$ cat src/rtl/vfu_result_wb_arbiter.sv
// vfu_result_wb_arbiter
//   Purpose : per-lane write-back responder. Round-robin arbitration of ALU and MFPU
//             result requests (req/gnt) onto the single VRF write port. The winner is
//             captured into a 1-entry output register.
//   Latency : 1 cycle from an accepted request to vrf_req_o. Back-to-back writes have no
//             bubble, so throughput is 1 write per cycle while vrf_gnt_i=1.
//   Backpr. : while the output register is full and vrf_gnt_i=0, no FU is granted and
//             all vrf_* outputs hold stable.
//   Ports   : clk_i / rst_i                  clock; asynchronous active-high reset
//             alu_result_*_i / _gnt_o        ALU request: id, addr, wdata, be, plus its grant
//             mfpu_result_*_i / _gnt_o       MFPU request: same set
//             vrf_*_o / vrf_gnt_i            registered VRF write and its consume strobe
//             *_cnt_o                        saturating statistics counters
//   Config  : define VFU_WB_STATS_EN to build the statistics counters. Without it, the
//             three counter ports are tied to 0 and carry no flops.
module vfu_result_wb_arbiter #(
  parameter int unsigned NrLanes   = 0,
  parameter type         vaddr_t   = logic,
  parameter type         vid_t     = logic,
  parameter int unsigned DataWidth = 64,
  parameter int unsigned StatWidth = 16
) (
  input  logic                   clk_i,
  input  logic                   rst_i,
  // ALU result request
  input  logic                   alu_result_req_i,
  input  vid_t                   alu_result_id_i,
  input  vaddr_t                 alu_result_addr_i,
  input  logic [DataWidth-1:0]   alu_result_wdata_i,
  input  logic [DataWidth/8-1:0] alu_result_be_i,
  output logic                   alu_result_gnt_o,
  // MFPU result request
  input  logic                   mfpu_result_req_i,
  input  vid_t                   mfpu_result_id_i,
  input  vaddr_t                 mfpu_result_addr_i,
  input  logic [DataWidth-1:0]   mfpu_result_wdata_i,
  input  logic [DataWidth/8-1:0] mfpu_result_be_i,
  output logic                   mfpu_result_gnt_o,
  // VRF write port
  output logic                   vrf_req_o,
  output vid_t                   vrf_id_o,
  output vaddr_t                 vrf_addr_o,
  output logic [DataWidth-1:0]   vrf_wdata_o,
  output logic [DataWidth/8-1:0] vrf_be_o,
  input  logic                   vrf_gnt_i,
  // Statistics
  output logic [StatWidth-1:0]   alu_wb_cnt_o,
  output logic [StatWidth-1:0]   mfpu_wb_cnt_o,
  output logic [StatWidth-1:0]   conflict_cnt_o
);

  // Elaboration-time parameter sanity check. The lane count is carried only for
  // consistency with the other lane modules.
  if ((DataWidth % 8) != 0 || DataWidth == 0 || StatWidth == 0 || NrLanes > 1024) begin : g_param_check
    $error("vfu_result_wb_arbiter: illegal parameter combination");
  end

  typedef enum logic {
    EMPTY = 1'b0,
    FULL  = 1'b1
  } state_e;

  // Round-robin pointer: the FU that wins the next two-way conflict.
  typedef enum logic {
    RR_ALU  = 1'b0,
    RR_MFPU = 1'b1
  } rr_e;

  state_e                 state_q, state_d;
  rr_e                    rr_q, rr_d;
  vid_t                   id_q, id_d;
  vaddr_t                 addr_q, addr_d;
  logic [DataWidth-1:0]   wdata_q, wdata_d;
  logic [DataWidth/8-1:0] be_q, be_d;

  logic can_accept;
  logic both_req;
  logic alu_gnt, mfpu_gnt;

  // The register can take a new write when empty, or when full and the VRF drains it
  // in the same cycle.
  assign can_accept = (state_q == EMPTY) || vrf_gnt_i;
  assign both_req   = alu_result_req_i && mfpu_result_req_i;

  // Arbitration. Grants are gated by rst_i so that they drop immediately when reset
  // asserts, together with the asynchronously cleared state.
  always_comb begin
    alu_gnt  = 1'b0;
    mfpu_gnt = 1'b0;
    if (can_accept && !rst_i) begin
      if (alu_result_req_i && (!mfpu_result_req_i || rr_q == RR_ALU)) begin
        alu_gnt = 1'b1;
      end else if (mfpu_result_req_i) begin
        mfpu_gnt = 1'b1;
      end
    end
  end

  assign alu_result_gnt_o  = alu_gnt;
  assign mfpu_result_gnt_o = mfpu_gnt;

  // Next state. The fields are loaded only from the granted FU, so no request input
  // reaches the vrf_* outputs combinationally.
  always_comb begin
    state_d = state_q;
    rr_d    = rr_q;
    id_d    = id_q;
    addr_d  = addr_q;
    wdata_d = wdata_q;
    be_d    = be_q;

    if (alu_gnt) begin
      id_d    = alu_result_id_i;
      addr_d  = alu_result_addr_i;
      wdata_d = alu_result_wdata_i;
      be_d    = alu_result_be_i;
    end else if (mfpu_gnt) begin
      id_d    = mfpu_result_id_i;
      addr_d  = mfpu_result_addr_i;
      wdata_d = mfpu_result_wdata_i;
      be_d    = mfpu_result_be_i;
    end

    if (alu_gnt || mfpu_gnt) begin
      state_d = FULL;
    end else if (state_q == FULL && vrf_gnt_i) begin
      state_d = EMPTY;
    end

    // Only a contested grant moves the pointer, and it moves to the loser. A grant to
    // a lone requester leaves the pointer unchanged.
    if (both_req && alu_gnt) begin
      rr_d = RR_MFPU;
    end else if (both_req && mfpu_gnt) begin
      rr_d = RR_ALU;
    end
  end

  always_ff @(posedge clk_i or posedge rst_i) begin
    if (rst_i) begin
      state_q <= EMPTY;
      rr_q    <= RR_ALU;
      id_q    <= '0;
      addr_q  <= '0;
      wdata_q <= '0;
      be_q    <= '0;
    end else begin
      state_q <= state_d;
      rr_q    <= rr_d;
      id_q    <= id_d;
      addr_q  <= addr_d;
      wdata_q <= wdata_d;
      be_q    <= be_d;
    end
  end

  assign vrf_req_o   = (state_q == FULL);
  assign vrf_id_o    = id_q;
  assign vrf_addr_o  = addr_q;
  assign vrf_wdata_o = wdata_q;
  assign vrf_be_o    = be_q;

`ifdef VFU_WB_STATS_EN
  localparam logic [StatWidth-1:0] CntMax = '1;
  localparam logic [StatWidth-1:0] CntOne = StatWidth'(1);

  logic [StatWidth-1:0] alu_cnt_q, alu_cnt_d;
  logic [StatWidth-1:0] mfpu_cnt_q, mfpu_cnt_d;
  logic [StatWidth-1:0] conf_cnt_q, conf_cnt_d;
  logic                 conflict;

  // A conflict cycle is one in which both FUs request and exactly one of them is granted.
  assign conflict = both_req && (alu_gnt ^ mfpu_gnt);

  // The counters saturate at all-ones instead of wrapping.
  always_comb begin
    alu_cnt_d  = alu_cnt_q;
    mfpu_cnt_d = mfpu_cnt_q;
    conf_cnt_d = conf_cnt_q;
    if (alu_gnt && alu_cnt_q != CntMax) begin
      alu_cnt_d = alu_cnt_q + CntOne;
    end
    if (mfpu_gnt && mfpu_cnt_q != CntMax) begin
      mfpu_cnt_d = mfpu_cnt_q + CntOne;
    end
    if (conflict && conf_cnt_q != CntMax) begin
      conf_cnt_d = conf_cnt_q + CntOne;
    end
  end

  always_ff @(posedge clk_i or posedge rst_i) begin
    if (rst_i) begin
      alu_cnt_q  <= '0;
      mfpu_cnt_q <= '0;
      conf_cnt_q <= '0;
    end else begin
      alu_cnt_q  <= alu_cnt_d;
      mfpu_cnt_q <= mfpu_cnt_d;
      conf_cnt_q <= conf_cnt_d;
    end
  end

  assign alu_wb_cnt_o   = alu_cnt_q;
  assign mfpu_wb_cnt_o  = mfpu_cnt_q;
  assign conflict_cnt_o = conf_cnt_q;
`else
  assign alu_wb_cnt_o   = '0;
  assign mfpu_wb_cnt_o  = '0;
  assign conflict_cnt_o = '0;
`endif

endmodule

$ cat config.mk
export PLATFORM = sky130hd
export DESIGN_NAME = vfu_result_wb_arbiter
export DESIGN_NICKNAME = d
export VERILOG_FILES = /design/src/rtl/vfu_result_wb_arbiter.sv
export SDC_FILE = /design/constraint.sdc
export NUM_CORES = 1
export LEC_CHECK = 0
export ABC_AREA = 1
export CELL_PAD_IN_SITES_DETAIL_PLACEMENT = 0
export CELL_PAD_IN_SITES_GLOBAL_PLACEMENT = 1
export CORE_MARGIN = 4
export CORE_UTILIZATION = 28
export CTS_BUF_LIST = sky130_fd_sc_hd__clkbuf_4 sky130_fd_sc_hd__clkbuf_8
export CTS_CLUSTER_SIZE = 25
export DETAILED_ROUTE_END_ITERATION = 10
export GPL_TIMING_DRIVEN = 0
export HOLD_SLACK_MARGIN = 0.12
export PLACE_DENSITY_LB_ADDON = 0.1
export SYNTH_ARGS = -nofsm -noshare
export SYNTH_HDL_FRONTEND = slang
export SYNTH_SLANG_ARGS = --single-unit
export TNS_END_PERCENT = 30
$ cat constraint.sdc
create_clock -name clk_i -period 4.9 [get_ports clk_i]
set_input_delay 0.735 -clock clk_i [delete_from_list [all_inputs] [get_ports clk_i]]
set_output_delay 0.735 -clock clk_i [all_outputs]
set_load 0.005 [all_outputs]
==> results of run 1 <==
## report_power, final
part	leakage, nW	total (W)	internal (W)	switching (W)
clock network	0.116	0.000546	0.000304	0.000242
logic	2.81	0.000804	0.000465	0.000339
registers	0.930	0.000824	0.000752	0.0000719
## stage by stage
step	util [%]	worst slack, ns
floorplan	-	1.11
global placement	45.2	-1.15
detailed placement	45.4	1.24
CTS	46.7	1.23
global route	46.7	1.11
finish	46.7	1.31
## Yosys cell counts
cell type | count | share of area, %
inv_2 | 2 | 0.16
buf_2 | 23 | 2.4
o21bai_1 | 74 | 12
a21oi_2 | 2 | 0.37
clkbuf_1 | 9 | 0.71
buf_1 | 1 | 0.079
conb_1 | 1 | 0.079
dfrtp_1 | 76 | 40
inv_1 | 77 | 6.1
nand2_1 | 155 | 12
buf_4 | 63 | 10
nand3_1 | 150 | 16
nor2_1 | 2 | 0.16
nand2_2 | 1 | 0.13
## sequential cells by signal, summed over array words and instances (netlist names)
register and count:
vrf_req_o 1, vrf_id_o 1, vrf_addr_o 1, vrf_wdata_o 64
vrf_be_o 8, rr_q 1
## worst paths after layout
path	startpoint	endpoint	slack (ns)	cells after the start
hold reg to reg	vrf_wdata_o[52]	vrf_wdata_o[52]	0.48	2
min in group asynchronous	rst_i	vrf_wdata_o[59]	0.81	2
setup / recovery	rst_i	alu_result_gnt_o	1.31	6
setup reg to reg	vrf_req_o	vrf_wdata_o[43]	3.30	6
max in group asynchronous	rst_i	vrf_wdata_o[19]	3.51	3
hold / removal	vrf_wdata_o[52]	vrf_wdata_o[52]	0.48	2
## metal layers
metal  wire length [µm]  vias to the layer above  global-route usage (%)  part of all wire (%)
met2               8120                      198                    28.4                    48
met5                  0                        -                       0                     0
li1                   -                     2505                       -                     -
met3               1330                       14                    5.21                   7.8
met1               7410                     2284                    22.1                    43
met4                227                        0                    5.30                   1.3
## logic make-up (layout without fill, tap and decap cells)
family | Yosys count | in the layout | share of synthesized area (%)
buffers and inverters | 175 | 421 | 19.4
AND/OR/NAND/NOR | 308 | 308 | 28.4
other | 1 | 48 | 0.0790
AO/OA/AOI/OAI | 76 | 76 | 12.1
flip-flops | 76 | 76 | 40.1
## worst min-delay path, cell delays in order, from the launching register on
cell     delay (ns)
dfrtp_1        0.34
nand2_1        0.05
nand2_1        0.05
## area by class of cell
class | instances | area [µm²]
buffer | 96 | 626
clock buffer | 11 | 145
clock inverter | 5 | 75.1
fill | 1685 | 8840
inverter | 79 | 299
multi-input combinational | 432 | 2100
sequential | 76 | 1900
tap | 220 | 275
timing repair buffer | 230 | 2320
==> run metrics, run 1 <==
Max FO, Critical Path=36; initial antenna violation count=0; Chip Height=138 µm; diode count=0; Yosys warnings=0; Max clock buf depth=2; Rows=47; Die X-Extent=138 µm; critical path's most frequent cell=clkdlybuf4s50_1; fmax=0.279 GHz; Setup Fix Bufs, Post-CTS=0; Tot GR Track Use=17.3%; NumNets Final=1,077; Seq cells post-synth=76; critical path type=primary input to output pin; H-tree depth=3; Iteration-0 DRC Markers=198; cell area after layout=7740 µm²; CTS hold repair buffers=0; sequential fraction of the synthesis area=40.1%; final std cells w/o fill=1,149; ratio of cells with drive above 1 in the final layout=11.7%; clk slew on worst S/H paths=0.07 ns; Final min period=3.59 ns; Post-Syn Area=4750 µm²; CTS resizes=0; Rel. slew slack=66.3%; CP startpoint kind=primary input; Ports=278; most common cell after layout, fill and taps aside=clkdlybuf4s50_1; crit path DAT=2.85 ns; total power after layout=0.00217 W; DP Area=7520 µm²; crit-path cells=clkdlybuf4s50_1 -> inv_4 -> nand2_1 -> buf_2 -> nor2_1 -> clkdlybuf4s50_1; Final setup viols=0; Core Region=16,600 µm²; clock tree from TritonCTS=done; Min Hold Slack=0.481 ns; Die ar.=19,100 µm²; final hold violation count=0; most frequent cells in the layout=229 x clkdlybuf4s50_1, 155 x nand2_1, 150 x nand3_1; fin crit share=73.2%; vias in the first global route=5,127; clock skew=0.0104 ns; HP Class=flop to flop; P&R area growth vs syn=63.1%; gpl congestion=0.812; distinct cell type count of the synthesized netlist=14; IO buf count=229; total grt overflow=0; clk_lat worst skew=0.36 ns; CTS root buf=clkbuf_8; DP HPWL=13.0 mm; ANT nets after route=0; peak supply drop=0.157 mV; routed vias=5,001; post-DR wirelength/cell=14.9 µm; delay-heaviest family, CP=buffers and inverters; CTS Buf Count=9; largest net degree at the start of global routing=43; Vias/cell=4.35; Avg Synthesized Cell Area=7.46 µm²; Placed Cells incl. Taps=1,133; Max stage delay on crit path=0.56 ns; Crit-path slowest cell=clkdlybuf4s50_1; leakage=3.85 nW; Worst Max-Slew Pin Slew=0.506 ns; unrepaired setup endpoints after global routing=no; worst path bufs/invs=4; setup tns final=0 ns; Initial Util=28.6%; power per cell area=281 nW/µm²; Pre-antenna DRT Iters=4; first-pass GRT wire length=27.1 mm; final-report max-slew violation count=0; Synth Instances=636; Clock Sinks=76; critical path required time=4.16 ns; crit end category=output pin; max cap viols=0; WL final=17.1 mm; drt drc=0; outcome=finished, final reports clean
No activity file was read; power rests on OpenSTA's default activity.
==> run 2: changes to the inputs <==
--- a/config.mk
+++ b/config.mk
@@ -9,7 +9,7 @@
 export CELL_PAD_IN_SITES_DETAIL_PLACEMENT = 0
 export CELL_PAD_IN_SITES_GLOBAL_PLACEMENT = 1
 export CORE_MARGIN = 4
-export CORE_UTILIZATION = 28
+export CORE_UTILIZATION = 24
 export CTS_BUF_LIST = sky130_fd_sc_hd__clkbuf_4 sky130_fd_sc_hd__clkbuf_8
 export CTS_CLUSTER_SIZE = 25
 export DETAILED_ROUTE_END_ITERATION = 10
==> constraint.sdc (replaced) <==
create_clock -name clk_i -period 2.95 [get_ports clk_i]
set_input_delay 0.4425 -clock clk_i [delete_from_list [all_inputs] [get_ports clk_i]]
set_output_delay 0.4425 -clock clk_i [all_outputs]
set_load 0.005 [all_outputs]
==> run 2 against run 1 <==
  * Total power is 73% higher
  * Sequential cell count unchanged
  * Sequential share of layout area shrank 0.43 points
  * Sequential power rose by 65%
  * Critical path depth increased by 1
  * Non-clock buffer count up 3
  * Hold slack barely moved
  * Cell count up 4.2%
  * Register-to-register slack got worse by 1.9 ns
  * Via count shrank 3.3%
  * Final area increased by 1.8%
  * Clock-buffer cell count grew 1
==> run metrics, run 2 (same netlist as run 1, synthesis figures left out) <==
outcome=finished, final reports clean; final-report max-slew violation count=0 (unchanged); P&R area growth vs syn=66.0%; max cap viols=0 (unchanged); first-pass GRT wire length=27.2 mm (+0.69%); clk_lat worst skew=0.37 ns (about the same); leakage=3.89 nW (+0.87%); initial antenna violation count=0 (unchanged); power per cell area=476 nW/µm² (+70%); Core Region=19,500 µm² (+17%); ratio of cells with drive above 1 in the final layout=12.0% (+0.28 points); most common cell after layout, fill and taps aside=clkdlybuf4s50_1; Worst Max-Slew Pin Slew=0.536 ns (+0.0304 ns); Max FO, Critical Path=17 (-53%); crit path DAT=2.37 ns (-0.48 ns); critical path required time=2.51 ns (-1.65 ns); Min Hold Slack=0.480 ns (-0.000347 ns); WL final=17.7 mm (+3.7%); Chip Height=149 µm (+7.6%); max reg flops=64 (unchanged); IO buf count=229 (unchanged); gpl congestion=0.768 (-5.5%); final hold violation count=0 (unchanged); CTS root buf=clkbuf_8; Die X-Extent=149 µm (+7.6%); crit end category=output pin; largest net degree at the start of global routing=36 (-16%); ANT nets after route=0 (unchanged); Iteration-0 DRC Markers=174 (-12%); clock tree from TritonCTS=done; clock skew=0.0112 ns (+0.000867 ns); post-DR wirelength/cell=14.8 µm (-0.48%); unrepaired setup endpoints after global routing=no; H-tree depth=3 (unchanged); CTS hold repair buffers=0 (unchanged); Vias/cell=4.04 (-7.2%); Final min period=2.82 ns; NumNets Final=1,080 (+0.28%); # fillers=2,060 (+22%); fmax=0.355 GHz; Pre-antenna DRT Iters=4 (unchanged); peak supply drop=0.201 mV (+28%); total grt overflow=0 (unchanged); post-layout util=40.5% (-6.2 points); Initial Util=24.4% (-4.2 points); Clock Sinks=76 (unchanged); total power after layout=0.00375 W (+73%); Ports=278 (unchanged); setup tns final=0 ns (unchanged); Rows=51 (+8.5%); cell area after layout=7880 µm² (+1.8%); DP Area=7590 µm² (+0.93%); diode count=0 (unchanged); clk slew on worst S/H paths=0.08 ns (about the same); CP startpoint kind=primary input; routed vias=4,834 (-3.3%); Tot GR Track Use=15.7% (-1.6 points); CTS Buf Count=9 (unchanged); Die ar.=22,100 µm² (+16%); most frequent cells in the layout=229 x clkdlybuf4s50_1, 155 x nand2_1, 150 x nand3_1; fin crit share=95.5%; HP Class=flop to flop; critical path type=primary input to output pin; drt drc=0 (unchanged); vias in the first global route=4,930 (-3.8%); Rel. slew slack=64.2% (-2.0 points); Max clock buf depth=2 (unchanged); Final setup viols=0 (unchanged); DP HPWL=12.9 mm (-0.73%)
[run 2: changes by cell type in the layout (fill, tap and decap cells not counted), sizes merged]
| cell | before | now |
|---|---|---|
| clkinv | 3 | 1 |
| bufinv | 2 | 3 |
| inv | 79 | 78 |
| clkbuf | 20 | 23 |
| clkinvlp | 0 | 1 |
| buf | 88 | 89 |
[run 2: what timing repair did]
item,CTS,global route
setup endpoints to repair,1,1
endpoints found under the hold margin,0,0
gates cloned,0,1
gates resized for setup,0,1
buffers inserted,1,0
[run 2: final timing paths]
| kind | from | to | slack, ns | depth (start not counted) |
|---|---|---|---|---|
| worst max-delay path | rst_i | alu_result_gnt_o | 0.13 | 7 |
| worst min-delay path | vrf_wdata_o[7] | vrf_wdata_o[7] | 0.48 | 2 |
| worst max register to register | vrf_req_o | vrf_wdata_o[40] | 1.38 | 6 |
| worst min register to register | vrf_wdata_o[7] | vrf_wdata_o[7] | 0.48 | 2 |
| max in group asynchronous | rst_i | vrf_wdata_o[27] | 1.95 | 4 |
| min in group asynchronous | rst_i | vrf_wdata_o[0] | 0.55 | 3 |
[run 2: critical path, cell delays in order]
cell	delay, ns
clkdlybuf4s50_1	0.54
clkinvlp_4	0.19
buf_12	0.20
nand2_1	0.15
clkbuf_4	0.27
nor2_1	0.08
clkdlybuf4s50_1	0.50
[run 2: cell type report]
cell class | instances | area (µm²) | area share, %
Timing Repair Buffer | 233 | 2360 | 30.0
Multi-Input combinational cell | 432 | 2100 | 26.6
Sequential cell | 76 | 1900 | 24.1
Buffer | 96 | 628 | 7.97
Tap cell | 265 | 332 | 4.21
Inverter | 79 | 300 | 3.81
Clock buffer | 12 | 159 | 2.02
Clock inverter | 4 | 95.1 | 1.21
[run 2: where the power goes]
part / total (W) / internal, W / switching [W]
clock network: 0.00104 / 0.000617 / 0.000426
registers: 0.00136 / 0.00125 / 0.000111
logic: 0.00135 / 0.000777 / 0.000573
[run 2: layer usage]
layer	vias up	part of all wire, %	track usage [%]
met1	2137	44	21.0
met2	172	45	23.9
met4	0	1.4	4.67
met3	14	9.8	5.73
li1	2511	-	-
met5	-	0	0
[run 2: through the flow]
stage,setup WS [ns],instances
after floorplan,0.329,683
after global placement,-1.76,1177
after detailed placement,-0.163,1179
after CTS,0.0834,1196
after global routing,0.0256,1197
final,0.133,1197
